--- src/rtl/csr_file_pkg.sv ---
// Shared CSR constants, write-port payload and write-decode helpers for csr_file.
package csr_file_pkg;

  localparam int unsigned XLEN   = 32;
  localparam int unsigned CSR_AW = 12;

  typedef logic [CSR_AW-1:0] csr_addr_t;
  typedef logic [XLEN-1:0]   csr_data_t;

  typedef struct packed {
    logic      we;
    csr_addr_t addr;
    csr_data_t data;
  } csr_wr_t;

  localparam csr_addr_t CSR_NOP       = 12'h000;
  localparam csr_addr_t CSR_MSTATUS   = 12'h300;
  localparam csr_addr_t CSR_MIE       = 12'h304;
  localparam csr_addr_t CSR_MTVEC     = 12'h305;
  localparam csr_addr_t CSR_MSCRATCH  = 12'h340;
  localparam csr_addr_t CSR_MEPC      = 12'h341;
  localparam csr_addr_t CSR_MCAUSE    = 12'h342;
  localparam csr_addr_t CSR_MCYCLE    = 12'hB00;
  localparam csr_addr_t CSR_MCYCLEH   = 12'hB80;
  localparam csr_addr_t CSR_MINSTRET  = 12'hB02;
  localparam csr_addr_t CSR_MINSTRETH = 12'hB82;
  localparam csr_addr_t CSR_CYCLE     = 12'hC00;
  localparam csr_addr_t CSR_CYCLEH    = 12'hC80;
  localparam csr_addr_t CSR_INSTRET   = 12'hC02;
  localparam csr_addr_t CSR_INSTRETH  = 12'hC82;
  localparam csr_addr_t CSR_MHARTID   = 12'hF14;

  localparam int unsigned MSTATUS_MIE  = 3;
  localparam int unsigned MSTATUS_MPIE = 7;

  localparam csr_data_t MSTATUS_WMASK = (XLEN'(1) << MSTATUS_MIE) | (XLEN'(1) << MSTATUS_MPIE);
  localparam csr_data_t MSTATUS_MPP   = 32'h0000_1800;
  localparam csr_data_t MEPC_MASK     = 32'hFFFF_FFFC;

  // Only the machine-mode read/write CSRs accept writes; RO aliases and mhartid drop them.
  function automatic logic csr_writable(input csr_addr_t a);
    case (a)
      CSR_MSTATUS, CSR_MIE, CSR_MTVEC, CSR_MSCRATCH, CSR_MEPC, CSR_MCAUSE,
      CSR_MCYCLE, CSR_MCYCLEH, CSR_MINSTRET, CSR_MINSTRETH: csr_writable = 1'b1;
      default:                                              csr_writable = 1'b0;
    endcase
  endfunction

  // Value a write will read back as once stored.
  function automatic csr_data_t csr_wmask(input csr_addr_t a, input csr_data_t d);
    case (a)
      CSR_MSTATUS: csr_wmask = (d & MSTATUS_WMASK) | MSTATUS_MPP;
      CSR_MEPC:    csr_wmask = d & MEPC_MASK;
      default:     csr_wmask = d;
    endcase
  endfunction

endpackage

--- src/rtl/csr_file_counter64.sv ---
// 64-bit free-running counter with per-half load; a load suppresses that cycle's increment.
module csr_counter64 (
  input  logic        clk,
  input  logic        rst,
  input  logic        inc,
  input  logic        we_lo,
  input  logic        we_hi,
  input  logic [31:0] wdata,
  output logic [63:0] count
);

  always_ff @(posedge clk or negedge rst) begin
    if (!rst) begin
      count <= '0;
    end else if (we_lo) begin
      count[31:0] <= wdata;
    end else if (we_hi) begin
      count[63:32] <= wdata;
    end else if (inc) begin
      count <= count + 64'd1;
    end
  end

endmodule

--- src/rtl/csr_file.sv ---
// Machine-mode CSR file: write port from mem, combinational read port to ex, trap/mret updates.
// Optional build macro CSR_BYPASS_EN forwards a same-cycle write to a matching read.
module csr_file
  import csr_file_pkg::*;
#(
  parameter logic [31:0] MTVEC_RST = 32'h0000_0000,
  parameter logic [31:0] HART_ID   = 32'd0
) (
  input  logic        clk,
  input  logic        rst,
  input  logic        mem_csr_we,
  input  logic [11:0] mem_csr_waddr,
  input  logic [31:0] mem_csr_wdata,
  input  logic [11:0] ex_csr_raddr,
  output logic [31:0] ex_csr_rdata,
  output logic        ex_csr_illegal,
  input  logic        instret_inc,
  input  logic        trap_we,
  input  logic [31:0] trap_mepc,
  input  logic [31:0] trap_mcause,
  input  logic        mret,
  output logic [31:0] csr_mtvec,
  output logic [31:0] csr_mepc,
  output logic        csr_mie_gl,
  output logic [31:0] csr_mie
);

  csr_wr_t   wr;
  logic      wr_ok;
  logic      mpie;
  csr_data_t mscratch;
  csr_data_t mcause;
  logic [63:0] mcycle;
  logic [63:0] minstret;
  csr_data_t mstatus_rd;

  assign wr    = '{we: mem_csr_we, addr: mem_csr_waddr, data: mem_csr_wdata};
  assign wr_ok = wr.we && csr_writable(wr.addr);

  // Trap entry beats mret beats a CSR write, per register.
  always_ff @(posedge clk or negedge rst) begin
    if (!rst) begin
      csr_mie_gl <= 1'b0;
      mpie       <= 1'b0;
      csr_mie    <= '0;
      csr_mtvec  <= MTVEC_RST;
      mscratch   <= '0;
      csr_mepc   <= '0;
      mcause     <= '0;
    end else begin
      if (trap_we) begin
        mpie       <= csr_mie_gl;
        csr_mie_gl <= 1'b0;
        csr_mepc   <= trap_mepc & MEPC_MASK;
        mcause     <= trap_mcause;
      end else begin
        if (mret) begin
          csr_mie_gl <= mpie;
          mpie       <= 1'b1;
        end else if (wr_ok && wr.addr == CSR_MSTATUS) begin
          csr_mie_gl <= wr.data[MSTATUS_MIE];
          mpie       <= wr.data[MSTATUS_MPIE];
        end
        if (wr_ok && wr.addr == CSR_MEPC)   csr_mepc <= wr.data & MEPC_MASK;
        if (wr_ok && wr.addr == CSR_MCAUSE) mcause   <= wr.data;
      end
      if (wr_ok && wr.addr == CSR_MIE)      csr_mie   <= wr.data;
      if (wr_ok && wr.addr == CSR_MTVEC)    csr_mtvec <= wr.data;
      if (wr_ok && wr.addr == CSR_MSCRATCH) mscratch  <= wr.data;
    end
  end

  csr_counter64 u_mcycle (
    .clk   (clk),
    .rst   (rst),
    .inc   (1'b1),
    .we_lo (wr_ok && wr.addr == CSR_MCYCLE),
    .we_hi (wr_ok && wr.addr == CSR_MCYCLEH),
    .wdata (wr.data),
    .count (mcycle)
  );

  csr_counter64 u_minstret (
    .clk   (clk),
    .rst   (rst),
    .inc   (instret_inc),
    .we_lo (wr_ok && wr.addr == CSR_MINSTRET),
    .we_hi (wr_ok && wr.addr == CSR_MINSTRETH),
    .wdata (wr.data),
    .count (minstret)
  );

  assign mstatus_rd = {19'b0, 2'b11, 3'b0, mpie, 3'b0, csr_mie_gl, 3'b0};

  // Read mux; unknown addresses read zero and flag illegal.
  always_comb begin
    ex_csr_rdata   = '0;
    ex_csr_illegal = 1'b0;
    case (ex_csr_raddr)
      CSR_MSTATUS:                ex_csr_rdata = mstatus_rd;
      CSR_MIE:                    ex_csr_rdata = csr_mie;
      CSR_MTVEC:                  ex_csr_rdata = csr_mtvec;
      CSR_MSCRATCH:               ex_csr_rdata = mscratch;
      CSR_MEPC:                   ex_csr_rdata = csr_mepc;
      CSR_MCAUSE:                 ex_csr_rdata = mcause;
      CSR_MCYCLE, CSR_CYCLE:      ex_csr_rdata = mcycle[31:0];
      CSR_MCYCLEH, CSR_CYCLEH:    ex_csr_rdata = mcycle[63:32];
      CSR_MINSTRET, CSR_INSTRET:  ex_csr_rdata = minstret[31:0];
      CSR_MINSTRETH, CSR_INSTRETH: ex_csr_rdata = minstret[63:32];
      CSR_MHARTID:                ex_csr_rdata = HART_ID;
      default:                    ex_csr_illegal = 1'b1;
    endcase
`ifdef CSR_BYPASS_EN
    if (wr_ok && wr.addr == ex_csr_raddr) begin
      ex_csr_rdata   = csr_wmask(wr.addr, wr.data);
      ex_csr_illegal = 1'b0;
    end
`endif
  end

endmodule
--- config.mk ---
export PLATFORM = sky130hd
export DESIGN_NAME = csr_file
export DESIGN_NICKNAME = d
export VERILOG_FILES = /design/src/rtl/csr_file_pkg.sv /design/src/rtl/csr_file_counter64.sv /design/src/rtl/csr_file.sv
export SDC_FILE = /design/constraint.sdc
export NUM_CORES = 1
export LEC_CHECK = 0
export BUFFER_PORTS_ARGS = -buffer_cell sky130_fd_sc_hd__buf_4
export CORE_UTILIZATION = 25
export DETAILED_ROUTE_END_ITERATION = 10
export PLACE_DENSITY_LB_ADDON = 0.3
export SLEW_MARGIN = 20
export SYNTH_ARGS = -nofsm -noshare
export SYNTH_HDL_FRONTEND = slang
export SYNTH_SLANG_ARGS = --single-unit
export TNS_END_PERCENT = 5
--- constraint.sdc ---
create_clock -name clk -period 5.5 [get_ports clk]
set_input_delay 0 -clock clk [delete_from_list [all_inputs] [get_ports clk]]
set_output_delay 0 -clock clk [all_outputs]
set_load 0.02 [all_outputs]
==> summary.md <==
| Metric | Value |
|---|---|
| Outcome | finished, final reports clean |
| M2 GR Usage | 33.46% |
| Final setup vio count | 0 |
| Post-Syn Instances | 1,816 |
| Placed cell areas | 19,110 µm² |
| Reg2Reg Depth | 6 |
| Clock Latency Late Sink | 0.54 ns |
| Post-Route WL | 69,520 µm |
| Met3 Use GR | 3.414% |
| WHS Path Cells | 2 |
| Mapped Area | 16,490 µm² |
| Netlist cell types | 74 |
| Register area share after synthesis | 43.72% |
| P&R area growth vs syn | 32.89% |
| Power Density | 248.3 nW/µm² |
| Vias in the first global route | 16,550 |
| Initial Util | 25.44% |
| Final Net Count | 2,264 |
| TNS Setup | 0 ns |
| Hpwl dp | 47,700 µm |
| Drt drc | 0 |
| Max VDD drop | 180.6 µV |
| Synth top area cells | dfrtp_1 44%, mux2_2 6.7%, mux2i_1 6.0%, nor2_1 4.3%, nand2_1 4.1% |
| GRT Residual Overflow | 0 |
| RSZ-0062 raised after global routing | false |
| Pre-CTS setup slack | 1.965 ns |
| Reg2Reg Capture Point | u_mcycle.count[63] |
| Clock transition at path regs | 0.06 ns |
| Placer Congestion | 0.9377 |
| Setup Fix Bufs, Post-CTS | 0 |
| Met1 usage | 26.83% |
| Critical path fanouts, max | 9 |
| Slew @ Worst Pin | 1.178 ns |
| Worst flop-to-flop path startpoint | u_mcycle.count[0] |
| Antenna Cells | 0 |
| GRT Overall Usage | 20.37% |
| CORE AREA | 64,810 µm² |
| Largest net degree at the start of global routing | 174 |
| Post-Place Cells | 2,794 |
| Min Tclk post-route | 3.656 ns |
| Largest area contributor in the netlist | dfrtp_1 |
| Warnings, synthesis | 0 |
| Synth cell count leaders | 288 x dfrtp_1, 191 x nor2_1, 179 x nand2_1 |
| Clock net sink count | 288 |
| Vias per inst | 5.482 |
| Dominant synthesized flop cell | dfrtp_1 |
| Slew margin rel. | 21.47% |
| Post-DRT Antenna Nets | 0 |
| Cts hold-fix bufs | 160 |
| Die footprint | 66,970 µm² |
| Most frequent cell after synthesis | dfrtp_1 |
| Seq cells post-synth | 288 |
| First DRT Iteration DRCs | 1,362 |
| Total power draw | 5.440 mW |
| Non-filler cells, final | 3,016 |
| Post-synth EDFFs | 0 |
| First-pass GRT wire length | 104,900 µm |
| Die Height | 258.8 µm |
| Cell row count | 93 |
| Max-slew violations | 0 |
| Share of layout cells above drive strength 1 | 21.43% |
| First-pass DRT Iterations | 5 |
| H-Tree Level Count | 2 |
| Vias | 16,530 |
| F_max | 0.2735 GHz |
| Worst hold start | trap_we |
| Post_cts resized | 0 |
| FILL cells | 6,588 |
| Post-synth top area share | 43.72% |
| Finished Cell Area | 21,910 µm² |
| CP Capture Type | register |
| Worst hold path class | input pin to register |
| Reg2Reg Setup Slack | 1.84 ns |
| CP Launch Type | register |
| CTS root buffer | clkbuf_16 |
| Horiz. Die Dim | 258.8 µm |
| Post-route clock period utilization | 66.48% |
| PortBufs | 251 |
| Max-Cap Viols | 0 |
| Clk buf depth | 3 |
| Cts bufs inserted | 34 |
| CTS tree | yes |
| Critical path required time | 5.93 ns |
| Worst setup margin | 1.844 ns |
| Endpoint, Worst Hold | csr_mie_gl |
| Critical Path AT | 4.09 ns |
| Syn Area/Cell | 9.078 µm² |
| Grt peak-use layer | met2 |
| Routed len/inst | 23.05 µm |
| Clk_skew | 0.02348 ns |
| Ys async rst share | 100.0% |
| Class of the most critical setup path | register to register |
| Initial antenna violation count | 1 |
| Leak | 9.273 nW |
| Final Hold Viols | 0 |
| Ports | 256 |
-- cell families after synthesis --
group / Yosys count / synth area share (%)
AO/OA/AOI/OAI: 473 / 18.70
adder cells (fa/ha/maj): 2 / 0.1518
XOR/XNOR: 36 / 1.913
multiplexers: 196 / 12.64
buffers and inverters: 182 / 4.349
other: 1 / 0.02275
flip-flops: 288 / 43.72
AND/OR/NAND/NOR: 638 / 18.50
-- layout make-up --
cell class	count	area [µm²]	share of cell area, %
Tap cell	855	1070	4.883
Clock buffer	55	1054	4.809
Clock inverter	6	105.1	0.4798
Timing Repair Buffer	445	3785	17.28
Inverter	20	75.07	0.3427
Sequential cell	288	7207	32.90
Multi-Input combinational cell	1347	8612	39.31
-- flip-flops by register name, indices dropped and copies added, names as in the netlist --
register / count
mcause: 32
mpie: 1
csr_mepc: 30
csr_mtvec: 32
csr_mie_gl: 1
u_minstret.count: 64
csr_mie: 32
u_mcycle.count: 64
mscratch: 32
-- routing by layer --
metal  part of all wire (%)  up-vias
met5                  0.019        -
li1                       -     7365
met3                    6.0      134
met2                     48      631
met4                    3.5        2
met1                     43     8401
-- layout by cell type, fill, tap and decap left out, drive strengths merged, types with 4 or more instances in the layout --
cell type	count
dfrtp	288
buf	285
nor2	191
nand2	179
dlygate4sd3	160
a21oi	120
o21ai	108
mux2i	98
mux2	98
a22oi	65
nand3	62
clkbuf	55
nor3	54
nand4	42
o22ai	33
a221oi	32
nor4	31
a211oi	29
and3	21
inv	19
xnor2	19
xor2	17
o32ai	15
and4	12
o31ai	11
a311oi	10
or3	8
nor4b	8
o211ai	7
o41ai	7
or2	7
or4	6
o221a	6
nor2b	5
clkinv	4
-- power breakdown --
part,switching [mW],leakage (nW),internal (mW)
sequential,0.136,3.70,2.23
combinational,0.362,5.00,0.315
clock,0.949,0.567,1.45
-- worst max-delay path, cell delays in order (launching register included) --
cell and delay, ns:
dfrtp_1 0.46, nand4_1 0.27, nor4_2 0.92, nand4_1 0.89
o41ai_1 0.59, a21oi_1 0.11, a311oi_1 0.31
-- worst max path at each step --
stage	start	endpoint	slack [ns]	depth (start not counted)
after floorplan	u_mcycle.count[0]	u_mcycle.count[46]	3.11	8
after detailed placement	u_mcycle.count[0]	u_mcycle.count[51]	1.96	6
after CTS	u_mcycle.count[0]	u_mcycle.count[63]	1.95	6
final	u_mcycle.count[0]	u_mcycle.count[63]	1.84	6
after global placement	u_mcycle.count[0]	u_mcycle.count[51]	1.96	6
after global routing	u_mcycle.count[0]	u_mcycle.count[63]	1.75	6
-- per-stage QoR --
| stage | utilization [%] | hold WS, ns |
|---|---|---|
| global route | 33.80 | 0.08891 |
| global placement | 29.49 | 0.1652 |
| CTS | 33.75 | 0.1464 |
| floorplan | - | -0.2956 |
| finish | 33.80 | 0.03874 |
| detailed placement | 29.49 | 0.1771 |
Power figures use the tool's default switching activity.
